### src/rtl/mult_share_arbiter_if.sv
// Request/operand/result bundle between four requesters, the
// arbiter and the shared 4x4 multiplier.
interface mult_share_arbiter_if;
  logic [3:0]  req;
  logic [15:0] a_bus;
  logic [15:0] b_bus;
  logic [3:0]  ack;
  logic [3:0]  mul_a;
  logic [3:0]  mul_b;
  logic [7:0]  mul_c;
  logic        res_valid;
  logic [1:0]  res_id;
  logic [7:0]  res_data;
  logic        res_ready;

  modport master (
    output req, a_bus, b_bus, mul_c, res_ready,
    input  ack, mul_a, mul_b, res_valid, res_id, res_data
  );

  modport slave (
    input  req, a_bus, b_bus, mul_c, res_ready,
    output ack, mul_a, mul_b, res_valid, res_id, res_data
  );
endinterface

### src/rtl/mult_share_arbiter.sv
// Arbitrates four requesters onto one shared 4x4 multiplier:
// grant in IDLE, capture product in CALC, hold result in OUT.
module mult_share_arbiter #(
  parameter bit RR_EN = 1'b1
) (
  input logic clk,
  input logic rst_n,
  mult_share_arbiter_if.slave bus
);

  typedef enum logic [1:0] {
    IDLE,
    CALC,
    OUT
  } state_t;

  state_t     state;
  logic [1:0] last;
  logic [1:0] win;
  logic [1:0] idx;
  logic       hit;
  logic       grant;

  // Round-robin scans from last+1; fixed priority scans from 0.
  always_comb begin
    win = 2'd0;
    idx = 2'd0;
    hit = 1'b0;
    for (int k = 0; k < 4; k++) begin
      idx = RR_EN ? last + 2'(k + 1) : 2'(k);
      if (!hit && bus.req[idx]) begin
        win = idx;
        hit = 1'b1;
      end
    end
  end

  // Ack is issued in the same cycle the operands are latched.
  assign grant   = (state == IDLE) && rst_n && hit;
  assign bus.ack = grant ? (4'b0001 << win) : 4'b0000;

  always_ff @(posedge clk) begin
    if (!rst_n) begin
      state         <= IDLE;
      last          <= 2'd3;
      bus.mul_a     <= 4'd0;
      bus.mul_b     <= 4'd0;
      bus.res_valid <= 1'b0;
      bus.res_id    <= 2'd0;
      bus.res_data  <= 8'd0;
    end else begin
      unique case (state)
        IDLE: begin
          if (grant) begin
            bus.mul_a  <= bus.a_bus[{win, 2'b00} +: 4];
            bus.mul_b  <= bus.b_bus[{win, 2'b00} +: 4];
            bus.res_id <= win;
            last       <= win;
            state      <= CALC;
          end
        end
        CALC: begin
          bus.res_data  <= bus.mul_c;
          bus.res_valid <= 1'b1;
          state         <= OUT;
        end
        OUT: begin
          if (bus.res_ready) begin
            bus.res_valid <= 1'b0;
            state         <= IDLE;
          end
        end
        default: state <= IDLE;
      endcase
    end
  end

endmodule

### src/flat_wrapper.sv
// flat-port wrapper written by rule: the top's interface ports become plain ports
module mult_share_arbiter_flat 
#(
  parameter bit RR_EN = 1'b1
)
  (clk, rst_n, bus_req, bus_a_bus, bus_b_bus, bus_mul_c, bus_res_ready, bus_ack, bus_mul_a, bus_mul_b, bus_res_valid, bus_res_id, bus_res_data);
  mult_share_arbiter_if bus_i ();
  input logic clk;
  input logic rst_n;
  input wire logic [$bits(bus_i.req)-1:0] bus_req;
  input wire logic [$bits(bus_i.a_bus)-1:0] bus_a_bus;
  input wire logic [$bits(bus_i.b_bus)-1:0] bus_b_bus;
  input wire logic [$bits(bus_i.mul_c)-1:0] bus_mul_c;
  input wire logic [$bits(bus_i.res_ready)-1:0] bus_res_ready;
  output wire logic [$bits(bus_i.ack)-1:0] bus_ack;
  output wire logic [$bits(bus_i.mul_a)-1:0] bus_mul_a;
  output wire logic [$bits(bus_i.mul_b)-1:0] bus_mul_b;
  output wire logic [$bits(bus_i.res_valid)-1:0] bus_res_valid;
  output wire logic [$bits(bus_i.res_id)-1:0] bus_res_id;
  output wire logic [$bits(bus_i.res_data)-1:0] bus_res_data;
  assign bus_i.req = bus_req;
  assign bus_i.a_bus = bus_a_bus;
  assign bus_i.b_bus = bus_b_bus;
  assign bus_i.mul_c = bus_mul_c;
  assign bus_i.res_ready = bus_res_ready;
  assign bus_ack = bus_i.ack;
  assign bus_mul_a = bus_i.mul_a;
  assign bus_mul_b = bus_i.mul_b;
  assign bus_res_valid = bus_i.res_valid;
  assign bus_res_id = bus_i.res_id;
  assign bus_res_data = bus_i.res_data;
  mult_share_arbiter #(.RR_EN(RR_EN)) u_core (.clk(clk), .rst_n(rst_n), .bus(bus_i));
endmodule
### config.mk
export PLATFORM = sky130hd
export DESIGN_NAME = mult_share_arbiter_flat
export DESIGN_NICKNAME = d
export VERILOG_FILES = /design/src/rtl/mult_share_arbiter_if.sv /design/src/rtl/mult_share_arbiter.sv /design/src/flat_wrapper.sv
export SDC_FILE = /design/constraint.sdc
export NUM_CORES = 1
export LEC_CHECK = 0
export BUFFER_PORTS_ARGS = -buffer_cell sky130_fd_sc_hd__buf_2
export CAP_MARGIN = 10
export CORE_ASPECT_RATIO = 1.2
export CORE_MARGIN = 1.5
export CORE_UTILIZATION = 47
export CTS_BUF_LIST = sky130_fd_sc_hd__clkbuf_16
export DETAILED_ROUTE_END_ITERATION = 16
export GPL_TIMING_DRIVEN = 0
export PLACE_DENSITY = 0.85
export SYNTH_ARGS = -nofsm -noshare
export SYNTH_HDL_FRONTEND = slang
export SYNTH_SLANG_ARGS = --single-unit
### constraint.sdc
create_clock -name clk -period 2.7 [get_ports clk]
set_clock_uncertainty 0.2 [all_clocks]
set_input_delay 0.405 -clock clk [delete_from_list [all_inputs] [get_ports clk]]
set_output_delay 0.405 -clock clk [all_outputs]
set_load 0.03 [all_outputs]
-- Word level (Yosys, flattened, before mapping)
Cells that the tools add are included.
- flip-flop bits (word level): 23
- output and inout port bits: 23
- word-level logic and storage cells: 56
- $add $sub $neg: 3
- $lt $le $gt $ge: 4
- equality and inequality tests: 4
- shift-type cells: 3
- mux-type cells: 22
- reduce and logical (&&, ||, !) cells: 13
- operators by type and width (cell ; count):
    $shiftx 16x5->4 ; 2
    $lt 2x3->1 const B ; 4
    $mux 2 ; 6
    $mux 1 ; 9
    $bmux 1 s2 ; 4
    $pmux 2 s3 ; 1
    $reduce_and 2->1 ; 3
    $logic_and 1x1->1 ; 5
    $add 2x2->2 const B ; 2
    $mux 4 ; 1
    $shl 1x2->4 const A ; 1
    $logic_not 1->1 ; 3
    $add 2x1->2 const B ; 1
    $eq 2x1->1 const B ; 1
    $eq 2x2->1 const B ; 1
    $logic_not 2->1 ; 1
    $ne 2x1->1 const B ; 1
    $ne 2x2->1 const B ; 1
    $pmux 1 s2 ; 1
    $reduce_bool 2->1 ; 1

-- Logic depth before layout (Yosys ltp)
Gate-level depths: netlist (run 1).
- depth after elaboration: 16
- mapped depth: 7
- mapped depth without buffers: 5

-- Worst setup path after synthesis (run 1)
Ideal clock, no wire load.
- path type: input -> output
- start: input bus_req[1]
- end: output bus_ack[1]
- arrival: 1695 ps
- required time: 2095 ps
- path slack: 400 ps
- stages on the path: 6
- path buffers: 2
- cells stage by stage: nor3b_1 > a211oi_2 > buf_6 > buf_12 > or2_2 > nor2b_1
- word-level cells in the longest chain between the ends: 14
- elaborated cells on any way between the ends: 25
- RTL lines (element ; line ; text):
    from (decl) ; flat_wrapper.sv:10 ; input wire logic [$bits(bus_i.req)-1:0] bus_req;
    $bmux 1 s2 ; mult_share_arbiter.sv:31 ; if (!hit && bus.req[idx]) begin
    $mux 1 (not written as such) ; mult_share_arbiter.sv:31 ;
    $mux 1 ; mult_share_arbiter.sv:31 ;
    $logic_not 1->1 ; mult_share_arbiter.sv:31 ;
    $logic_and 1x1->1 ; mult_share_arbiter.sv:31 ;
    $mux 1 ; mult_share_arbiter.sv:31 ;
    $logic_not 1->1 ; mult_share_arbiter.sv:31 ;
    $logic_and 1x1->1 ; mult_share_arbiter.sv:31 ;
    $mux 1 ; mult_share_arbiter.sv:31 ;
    $logic_not 1->1 ; mult_share_arbiter.sv:31 ;
    $logic_and 1x1->1 ; mult_share_arbiter.sv:31 ;
    $mux 2 or $mux 1 (tied branches) ; mult_share_arbiter.sv:31 ;
    $shl 1x2->4 or $logic_and 1x1->1 (tied branches) ; mult_share_arbiter.sv:40, mult_share_arbiter.sv:39 ;
    $mux 4 * ; mult_share_arbiter.sv:40 ; assign bus.ack = grant ? (4'b0001 << win) : 4'b0000;
    to (decl) ; flat_wrapper.sv:15 ; output wire logic [$bits(bus_i.ack)-1:0] bus_ack;
Mark *: on every way between the ends. The rest lies on a longest branch, timed or not. The select of a mux whose other input is x is not followed.

-- Worst setup path in the final report (run 1)
- start: register u_core.last[0]
- end: output bus_ack[3]
- word-level cells in the longest chain between the ends: 15
- elaborated cells on any way between the ends: 28
- RTL lines (element ; line ; text):
    from (decl) ; mult_share_arbiter.sv:18 ; logic [1:0] last;
    from (signal assigned) ; mult_share_arbiter.sv:58 ; last <= win;
    $add 2x1->2 ; mult_share_arbiter.sv:30 ; idx = RR_EN ? last + 2'(k + 1) : 2'(k);
    $bmux 1 s2 ; mult_share_arbiter.sv:31 ;
    $mux 1 (not written as such) ; mult_share_arbiter.sv:31 ;
    $mux 1 ; mult_share_arbiter.sv:31 ;
    $logic_not 1->1 ; mult_share_arbiter.sv:31 ;
    $logic_and 1x1->1 ; mult_share_arbiter.sv:31 ;
    $mux 1 ; mult_share_arbiter.sv:31 ;
    $logic_not 1->1 ; mult_share_arbiter.sv:31 ;
    $logic_and 1x1->1 ; mult_share_arbiter.sv:31 ;
    $mux 1 ; mult_share_arbiter.sv:31 ;
    $logic_not 1->1 ; mult_share_arbiter.sv:31 ;
    $logic_and 1x1->1 ; mult_share_arbiter.sv:31 ;
    $mux 2 or $mux 1 (tied branches) ; mult_share_arbiter.sv:31 ;
    $shl 1x2->4 or $logic_and 1x1->1 (tied branches) ; mult_share_arbiter.sv:40, mult_share_arbiter.sv:39 ;
    $mux 4 * ; mult_share_arbiter.sv:40 ;
Marked as above.

==> results by group, run 1 <==
Run status
  – Status: finished, final reports clean

Final layout
  – Fin nets: approximately 260
  – Layout cells sized above 1: a little under half
  – Antenna cell count: 0
  – Area Overhead vs Synth: 37.71%

STA
  – Worst hold margin: 192.5 ps
  – Period utilisation layout: 90.50%
  – Final worst setup slack: 256.6 ps
  – Endpoints failing hold: 0
  – Relative slew slack: 71.76%
  – RSZ-0062 raised after global routing: no
  – Max-slew violations: 0
  – Min Tclk post-route: 2443 ps
  – Worst-Margin Slew: 423.5 ps
  – Setup-failing EPs final: 0
  – TNS Setup: 0 ps
  – F_max: 409.3 MHz

Setup path
  – R2r worst-path depth: 6
  – Flop-to-flop setup slack: just over 800 ps
  – Critical Path Sink: bus_ack[3]
  – Crit-path max FO: 10
  – Req. time, crit path: 2100 ps
  – Reg2Reg Launch Point: u_core.last[0]
  – Slowest-stage cell, CP: dfxtp_1
  – Critical Path Start: u_core.last[0]
  – Critical path startpoint category: flip-flop
  – CP max stage delay: about 330 ps
  – FF-to-FF End: u_core.bus.mul_b[0]
  – CP dominant cell by count: buf_2
  – Critical path capture point type: output pin
  – Crit path DAT: 1840 ps
  – Setup CP Type: flip-flop to output pin
  – CP Cell Sequence: or2b_1 > a21oi_1 > a211o_1 > buf_2 > and3_2 > buf_2

Clock tree
  – H-tree depth: 1
  – Num CTS Buffers: 3
  – CTS tree: done
  – Resized Gates After CTS: 0
  – Root Driver: clkbuf_16
  – Hold bufs inserted after CTS: 0
  – Worst skew pair latency: 260 ps
  – # clock sinks: 23
  – Clock transition at path regs: about 60 ps
  – Post-CTS setup buffer count: 0
  – Clock buffer depth: 2

Placed design
  – Setup Slack @ Placement: roughly 280 ps
  – Global placement routability congestion: 0.7459
  – IO Port Bufs: 69

Synth
  – Synth cell count leaders: dfxtp_1 (23), nand2_1 (19), mux2i_1 (16)
  – Synth warnings: 0
  – Mapped Cells: 136
  – Number of synthesized flops with an enable pin: 0
  – Synth Cell Area: 1237 µm²
  – Cell with the most instances after synthesis: dfxtp_1
  – Mapped Avg Cell Area: approximately 9 µm²
  – Synth Flop Type: dfxtp_1
  – Top cells by area, synth: dfxtp_1 (37%), mux2i_1 (13%), nand2_1 (5.8%)
  – Sequential area share after synthesis: a little under two fifths
  – Post-synth top area cell: dfxtp_1
  – Yosys reg bits: 23
  – Syn nets: 183
  – Synth cell types: 30
  – Yosys top cell area share: 37.21%
  – Asr flop ratio synth: 0%

Die
  – Core Footprint: 2527 µm²
  – Die Y: slightly below 60 µm
  – Ports: 70
  – Starting Density: 48.96%
  – Row Count: 20
  – Die Area: 2951 µm²
  – Die Wd: 49.84 µm

Route
  – DR vias/cell: 4.897
  – DRC Markers: 0
  – Via count: 1185
  – Per-cell routed wire length: 11.00 µm
  – Router iterations before antenna repair: 3
  – Post-route antenna net violation count: 0
  – Final WL: 2663 µm
  – DR iter-0 viols: 6

Global route
  – Initial antenna violation count: 0
  – Total gr overflow: 0
  – Vias in the first global route: 1062
  – Total Routing Usage GR: 19.06%
  – Largest net degree at the start of global routing: 14
  – Global-route wire length before repair: around 4300 µm

Pwr
  – VDD IR max: roughly 0.47 mV
  – PwrDens: 674.1 nW/µm²
  – Leakage: 0.8438 nW

Hold path
  – Hold path cells: 3
  – Hold WC Path Type: primary input to flip-flop

Flow run
  – Maxcap violations: 0
## per-stage QoR
step	cells	utilization, %	total power, mW	cell area (µm²)
2_1_floorplan	136	-	0.7294	1237
3_3_place_gp	238	64.26	0.8366	1624
3_5_place_dp	238	64.26	0.8427	1624
4_1_cts	242	67.43	1.165	1704
5_1_grt	242	67.43	1.211	1704
6_report	242	67.43	1.149	1704
## critical path: cells and delay by family, from the launching register on
| kind | cells | cell delay, ps |
|---|---|---|
| buffers and inverters | 2 | 480 |
| and+or+nand+nor | 2 | 440 |
| AOI/OAI and AO/OA | 2 | 340 |
| DFF | 1 | 330 |
## layout by cell type (no fill, tap or decap), types with 4 or more instances in the layout
cell	n
o21ai_0	4
mux2i_1	16
mux2_4	4
mux2_2	4
a21boi_0	9
buf_2	72
o21ai_2	7
dfxtp_1	23
nor2_1	8
nand3_1	9
nand2_1	19
## cells by family (layout without fill, tap and decap cells)
family	Yosys count	in the layout	synth area share (%)
AO/OA/AOI/OAI	29	29	17.29
buffers and inverters	12	85	5.864
flip-flops	23	23	37.21
multiplexers	24	24	21.44
AND/OR/NAND/NOR	48	48	18.20
## cell type report
cell class / count / area, µm²
clock inverters: 1 / 5.005
well taps: 33 / 41.29
repair buffers: 69 / 345.3
fillers: 239 / 823.3
inverters: 3 / 11.26
multi-input cells: 101 / 704.4
flip-flops and latches: 23 / 460.4
clock buffers: 3 / 75.07
plain buffers: 9 / 61.31
## per-layer routing
metal | vias up | GRT usage, % | share of wire [%]
met5 | - | 0 | 0
met4 | 0 | 7.143 | 0.86
met3 | 2 | 5.303 | 8.2
met2 | 52 | 35.62 | 52
met1 | 513 | 20.32 | 39
li1 | 618 | - | -
## sequential cells by signal, indices dropped and copies added, names as in the netlist
name / count
u_core.bus.mul_a: 4
u_core.bus.mul_b: 4
u_core.bus.res_data: 8
u_core.bus.res_id: 2
u_core.bus.res_valid: 1
u_core.last: 2
u_core.state: 2
## power by group
group	internal, mW	switching, mW
sequential	0.386	0.0276
clock	0.199	0.119
combinational	0.187	0.230
## worst min path at each step
stage                           start                     end
2_1_floorplan         u_core.state[1]    u_core.bus.res_valid
3_3_place_gp   u_core.bus.res_data[6]  u_core.bus.res_data[6]
3_5_place_dp   u_core.bus.res_data[0]  u_core.bus.res_data[0]
4_1_cts                  bus_mul_c[5]  u_core.bus.res_data[5]
5_1_grt                  bus_mul_c[5]  u_core.bus.res_data[5]
6_report                 bus_mul_c[5]  u_core.bus.res_data[5]
No activity file was read; power rests on OpenSTA's default activity.
==> inputs of run 2 (changes only) <==
Settings changed: ABC_CLOCK_PERIOD_IN_PS set to 2700, CTS_BUF_LIST sky130_fd_sc_hd__clkbuf_16 to unset, SLEW_MARGIN set to 20.
==> run 2 against run 1 <==
  * Sequential share of layout area rose by 0.86 points
  * Register-to-register slack got worse by 20 ps
  * Flip-flop and latch count is the same
  * Worst hold slack lost 63 ps
  * Critical path type unchanged
  * Largest power group unchanged
  * Total power down 14%
==> results by group, run 2 (synthesized netlist as in run 1, its figures left out) <==
STA
  – Min Tclk post-route: 2514 ps (was 2443 ps)
  – Worst-Margin Slew: 409.2 ps (was 423.5 ps)
  – F_max: 397.8 MHz (was 409.3 MHz)
  – Setup-failing EPs final: 0 (unchanged)
  – Period utilisation layout: 93.10% (was 90.50%)
  – Endpoints failing hold: 0 (unchanged)
  – TNS Setup: 0 ps (unchanged)
  – RSZ-0062 raised after global routing: no (unchanged)
  – Final worst setup slack: 186.2 ps (was 256.6 ps)
  – Relative slew slack: 72.72% (was 71.76%)
  – Worst hold margin: 129.2 ps (was 192.5 ps)
  – Max-slew violations: 0 (unchanged)

Die
  – Starting Density: 48.96% (unchanged)
  – Die Y: 59.21 µm (unchanged)
  – Row Count: 20 (unchanged)
  – Core Footprint: 2527 µm² (unchanged)
  – Die Wd: 49.84 µm (unchanged)
  – Die Area: 2951 µm² (unchanged)
  – Ports: 70 (unchanged)

Hold path
  – Hold path startpoint: bus_mul_c[5] (unchanged)
  – Hold Path End: u_core.bus.res_data[5] (unchanged)
  – Hold WC Path Type: primary input to flip-flop (unchanged)
  – Hold path cells: 3 (unchanged)

Clock tree
  – Post-CTS setup buffer count: 0 (unchanged)
  – Root Driver: clkbuf_4 (was clkbuf_16)
  – Clock buffer depth: 2 (unchanged)
  – Clock transition at path regs: 130 ps (was 60 ps)
  – H-tree depth: 1 (unchanged)
  – Num CTS Buffers: 3 (unchanged)
  – # clock sinks: 23 (unchanged)
  – Resized Gates After CTS: 0 (unchanged)
  – CTS tree: done (unchanged)
  – Worst skew pair latency: 300 ps (was 260 ps)
  – Hold bufs inserted after CTS: 0 (unchanged)

Global route
  – Vias in the first global route: 1065 (was 1062)
  – Layer with the highest usage: met2 (unchanged)
  – Total Routing Usage GR: 18.31% (was 19.06%)
  – Largest net degree at the start of global routing: 14 (unchanged)
  – Initial antenna violation count: 0 (unchanged)
  – Total gr overflow: 0 (unchanged)
  – Met3 Use GR: 3.788% (was 5.303%)
  – Met1 capacity usage during global routing: 20.48% (was 20.32%)
  – Global-route wire length before repair: 4257 µm (was 4291 µm)
  – GR met2 Demand/Resource: 35.62% (unchanged)

Final layout
  – Antenna cell count: 0 (unchanged)
  – Register area: 460.4 µm² (unchanged)
  – Fin area: 1652 µm² (was 1704 µm²)
  – Biggest regs: u_core.bus.res_data: 8 flops, u_core.bus.mul_a: 4 flops, u_core.bus.mul_b: 4 flops (unchanged)
  – Layout cells sized above 1: 45.93% (unchanged)
  – Most frequent cells in the layout: buf_2 (72), dfxtp_1 (23), nand2_1 (19), mux2i_1 (16) (unchanged)
  – Area Overhead vs Synth: 33.47% (was 37.71%)
  – Largest register FFs: 8 (unchanged)
  – Commonest non-fill, non-tap cell in the layout: buf_2 (unchanged)
  – Fin util: 65.35% (was 67.43%)
  – Finished Layout Cells: 242 (unchanged)
  – Top reg by flops: u_core.bus.res_data (unchanged)
  – Fin nets: 257 (unchanged)
  – Multi-input gate area: 704.4 µm² (unchanged)
  – Filler cells: 246 (was 239)

Placed design
  – Setup Slack @ Placement: 278.1 ps (unchanged)
  – Global placement routability congestion: 0.7459 (unchanged)
  – Placed cell area: 1624 µm² (unchanged)
  – Post-Place Cells: 238 (unchanged)
  – IO Port Bufs: 69 (unchanged)

Pwr
  – Leakage: 0.8207 nW (was 0.8438 nW)
  – PwrDens: 596.3 nW/µm² (was 674.1 nW/µm²)
  – Overall power: 0.9848 mW (was 1.149 mW)
  – Reg power frac: 41.9% (was 36.0%)
  – Sw Pwr: 0.3572 mW (was 0.3767 mW)
  – Switch share: 36.27% (was 32.79%)
  – Comb pwr share: 42.3% (was 36.3%)
  – VDD IR max: 0.3834 mV (was 0.4656 mV)
  – Internal power: 0.6276 mW (was 0.7721 mW)
  – Clock power share: 15.8% (was 27.7%)

Setup path
  – FF-to-FF End: u_core.bus.mul_b[0] (unchanged)
  – R2r worst-path depth: 6 (unchanged)
  – Setup CP Type: flip-flop to output pin (unchanged)
  – Req. time, crit path: 2100 ps (about the same)
  – Critical path startpoint category: flip-flop (unchanged)
  – Flop-to-flop setup slack: 800 ps (was 820 ps)
  – Crit-path max FO: 10 (unchanged)
  – Slowest-stage cell, CP: dfxtp_1 (unchanged)
  – Reg2Reg Launch Point: u_core.last[0] (unchanged)
  – CP max stage delay: 360 ps (was 330 ps)
  – Crit path DAT: 1910 ps (was 1840 ps)
  – CP dominant cell by count: buf_2 (unchanged)
  – CP Cell Sequence: or2b_1 > a21oi_1 > a211o_1 > buf_2 > and3_2 > buf_2 (unchanged)
  – Critical path capture point type: output pin (unchanged)

Route
  – Router iterations before antenna repair: 3 (unchanged)
  – Final WL: 2623 µm (was 2663 µm)
  – Via count: 1176 (was 1185)
  – DR vias/cell: 4.860 (was 4.897)
  – Post-route antenna net violation count: 0 (unchanged)
  – Per-cell routed wire length: 10.84 µm (was 11.00 µm)
  – DRC Markers: 0 (unchanged)
  – DR iter-0 viols: 4 (was 6)

Flow run
  – Maxcap violations: 0 (unchanged)

Run status
  – Status: finished, final reports clean (unchanged)
run 2: cell counts in the layout (fill, tap and decap cells not counted):
Identical to the previous run, type by type.
run 2: worst max path at each step:
stage                       to           start
floorplan           bus_ack[1]      bus_req[1]
global placement    bus_ack[3]      bus_req[1]
detailed placement  bus_ack[3]      bus_req[1]
CTS                 bus_ack[3]  u_core.last[0]
global route        bus_ack[1]  u_core.last[1]
finish              bus_ack[3]  u_core.last[0]
run 2: worst max-delay path, delay by kind of cell (launching register included):
family / cells / cell delay (ps)
AOI/OAI and AO/OA: 2 / 340
and+or+nand+nor: 2 / 440
buffers and inverters: 2 / 480
DFF: 1 / 360
run 2: area by class of cell:
| class | instances | area share [%] |
|---|---|---|
| inverter | 3 | 0.6818 |
| clock buffer | 3 | 1.364 |
| timing repair buffer | 69 | 20.91 |
| multi-input combinational | 101 | 42.65 |
| clock inverter | 1 | 0.3030 |
| buffer | 9 | 3.712 |
| sequential | 23 | 27.88 |
| tap | 33 | 2.500 |
run 2: power groups by stage:
stage / combinational [mW] / clock [mW] / sequential [mW]
global route: 0.452 / 0.181 / 0.418
CTS: 0.423 / 0.164 / 0.413
floorplan: 0.238 / 0 / 0.491
finish: 0.416 / 0.155 / 0.413
global placement: 0.416 / 0 / 0.420
detailed placement: 0.421 / 0 / 0.421
run 2: layer usage:
metal,up-vias,part of all wire (%)
li1,617,-
met1,509,39
met2,50,53
met3,0,7.9
met4,0,0
met5,-,0
==> inputs of run 3 (changes only) <==
Settings changed: GPL_TIMING_DRIVEN 0 to unset, SLEW_MARGIN 20 to 10.
==> run 3 against run 2 <==
  * Die area did not move
  * Sequential share of layout area increased by 0.41 points
  * Critical path depth down 1
  * Non-clock buffer count fell by 5
  * Via count is 1.9% lower
  * Setup slack improved by 150 ps
==> results by group, run 3 (synthesized netlist as in run 1, its figures left out) <==
Setup path
  – Critical path capture point type: output pin (unchanged)
  – Crit path DAT: 1760 ps (was 1910 ps)
  – Critical path startpoint category: flip-flop (unchanged)
  – Req. time, crit path: 2100 ps (about the same)
  – Crit-path max FO: 7 (was 10)
  – Setup CP Type: flip-flop to output pin (unchanged)

Clock tree
  – Resized Gates After CTS: 0 (unchanged)
  – Root Driver: clkbuf_4 (unchanged)
  – H-tree depth: 1 (unchanged)
  – Hold bufs inserted after CTS: 0 (unchanged)
  – # clock sinks: 23 (unchanged)
  – Num CTS Buffers: 3 (unchanged)
  – Clock transition at path regs: 120 ps (was 130 ps)
  – Post-CTS setup buffer count: 0 (unchanged)
  – Clock buffer depth: 2 (unchanged)
  – Worst skew pair latency: 300 ps (about the same)
  – CTS tree: done (unchanged)

Global route
  – Total Routing Usage GR: 18.63% (was 18.31%)
  – Largest net degree at the start of global routing: 22 (was 14)
  – Met1 capacity usage during global routing: 17.78% (was 20.48%)
  – GR met2 Demand/Resource: 39.62% (was 35.62%)
  – Global-route wire length before repair: 4298 µm (was 4257 µm)
  – Initial antenna violation count: 0 (unchanged)
  – Total gr overflow: 0 (unchanged)
  – Met3 Use GR: 3.030% (was 3.788%)
  – Layer with the highest usage: met2 (unchanged)
  – Vias in the first global route: 1104 (was 1065)

Placed design
  – Detailed placer's ending HPWL: 2193 µm
  – Global placement routability congestion: 0.7337 (was 0.7459)
  – Post-Place Cells: 233 (was 238)
  – IO Port Bufs: 69 (unchanged)
  – Setup Slack @ Placement: 423.8 ps (was 278.1 ps)

STA
  – TNS Setup: 0 ps (unchanged)
  – Final worst setup slack: 333.2 ps (was 186.2 ps)
  – RSZ-0062 raised after global routing: no (unchanged)
  – Max-slew violations: 0 (unchanged)
  – Endpoints failing hold: 0 (unchanged)
  – Worst-Margin Slew: 599.2 ps (was 409.2 ps)
  – Relative slew slack: 59.97% (was 72.72%)
  – Min Tclk post-route: 2367 ps (was 2514 ps)
  – F_max: 422.5 MHz (was 397.8 MHz)
  – Setup-failing EPs final: 0 (unchanged)
  – Period utilisation layout: 87.66% (was 93.10%)

Pwr
  – Leakage: 0.8105 nW (was 0.8207 nW)
  – PwrDens: 595.4 nW/µm² (was 596.3 nW/µm²)
  – VDD IR max: 0.3211 mV (was 0.3834 mV)
  – Overall power: 0.9692 mW (was 0.9848 mW)

Die
  – Die Y: 59.21 µm (unchanged)
  – Row Count: 20 (unchanged)
  – Starting Density: 48.96% (unchanged)
  – Die Area: 2951 µm² (unchanged)
  – Ports: 70 (unchanged)
  – Core Footprint: 2527 µm² (unchanged)
  – Die Wd: 49.84 µm (unchanged)

Final layout
  – Largest register FFs: 8 (unchanged)
  – Fin util: 64.41% (was 65.35%)
  – Layout cells sized above 1: 46.57% (was 45.93%)
  – Antenna cell count: 0 (unchanged)
  – Finished Layout Cells: 237 (was 242)
  – Most frequent cells in the layout: buf_2 (69), dfxtp_1 (23), nand2_1 (19), mux2i_1 (16) (was buf_2 (72), dfxtp_1 (23), nand2_1 (19), mux2i_1 (16))
  – Area Overhead vs Synth: 31.55% (was 33.47%)
  – Fin nets: 252 (was 257)
  – Commonest non-fill, non-tap cell in the layout: buf_2 (unchanged)
  – Biggest regs: u_core.bus.res_data: 8 flops, u_core.bus.mul_a: 4 flops, u_core.bus.mul_b: 4 flops (unchanged)
  – Top reg by flops: u_core.bus.res_data (unchanged)
  – Filler cells: 254 (was 246)

Route
  – DRC Markers: 0 (unchanged)
  – Post-route antenna net violation count: 0 (unchanged)
  – DR iter-0 viols: 12 (was 4)
  – DR vias/cell: 4.869 (was 4.860)
  – Via count: 1154 (was 1176)
  – Per-cell routed wire length: 10.98 µm (was 10.84 µm)
  – Final WL: 2602 µm (was 2623 µm)
  – Router iterations before antenna repair: 3 (unchanged)

Hold path
  – Hold WC Path Type: primary input to flip-flop (unchanged)

Flow run
  – Maxcap violations: 0 (unchanged)

Run status
  – Status: finished, final reports clean (unchanged)
-- run 3: area by class of cell --
cell class	count	area (µm²)	share of cell area [%]
repair buffers	73	375.4	23.06
well taps	33	41.29	2.537
multi-input cells	101	711.9	43.74
clock buffers	3	22.52	1.384
inverters	3	11.26	0.6918
clock inverters	1	5.005	0.3075
flip-flops and latches	23	460.4	28.29
-- run 3: path summary, 6_finish.rpt --
path | end | cells after the start | slack [ps] | from
hold reg to reg | u_core.bus.res_data[3] | 2 | 270 | u_core.bus.res_data[3]
setup / recovery | bus_ack[3] | 5 | 330 | u_core.last[0]
setup reg to reg | u_core.bus.mul_a[2] | 6 | 660 | u_core.last[0]
hold / removal | u_core.bus.res_data[1] | 3 | 140 | bus_mul_c[1]
-- run 3: per-layer routing --
layer  vias up  part of all wire [%]
met3         0                   6.2
li1        607                     -
met2        50                    56
met5         -                     0
met4         0                     0
met1       497                    38
-- run 3: metrics by stage --
| step | cell area, µm² | hold slack, ps |
|---|---|---|
| CTS | 1628 | 124.6 |
| global placement | 1600 | 246.6 |
| finish | 1628 | 136.7 |
| detailed placement | 1600 | 252.7 |
| floorplan | 1237 | 254.3 |
| global route | 1628 | 113.0 |
-- run 3: worst max-delay path, stage by stage, from the launching register on --
cell and delay (ps):
dfxtp_1 400, nand2b_1 190, o21ai_1 80, a211o_1 390, and3_2 230, buf_2 170
-- run 3: power by group --
group	internal, mW	total (mW)	switching, mW
clock	0.0551	0.151	0.0955
combinational	0.177	0.407	0.230
sequential	0.385	0.412	0.0263
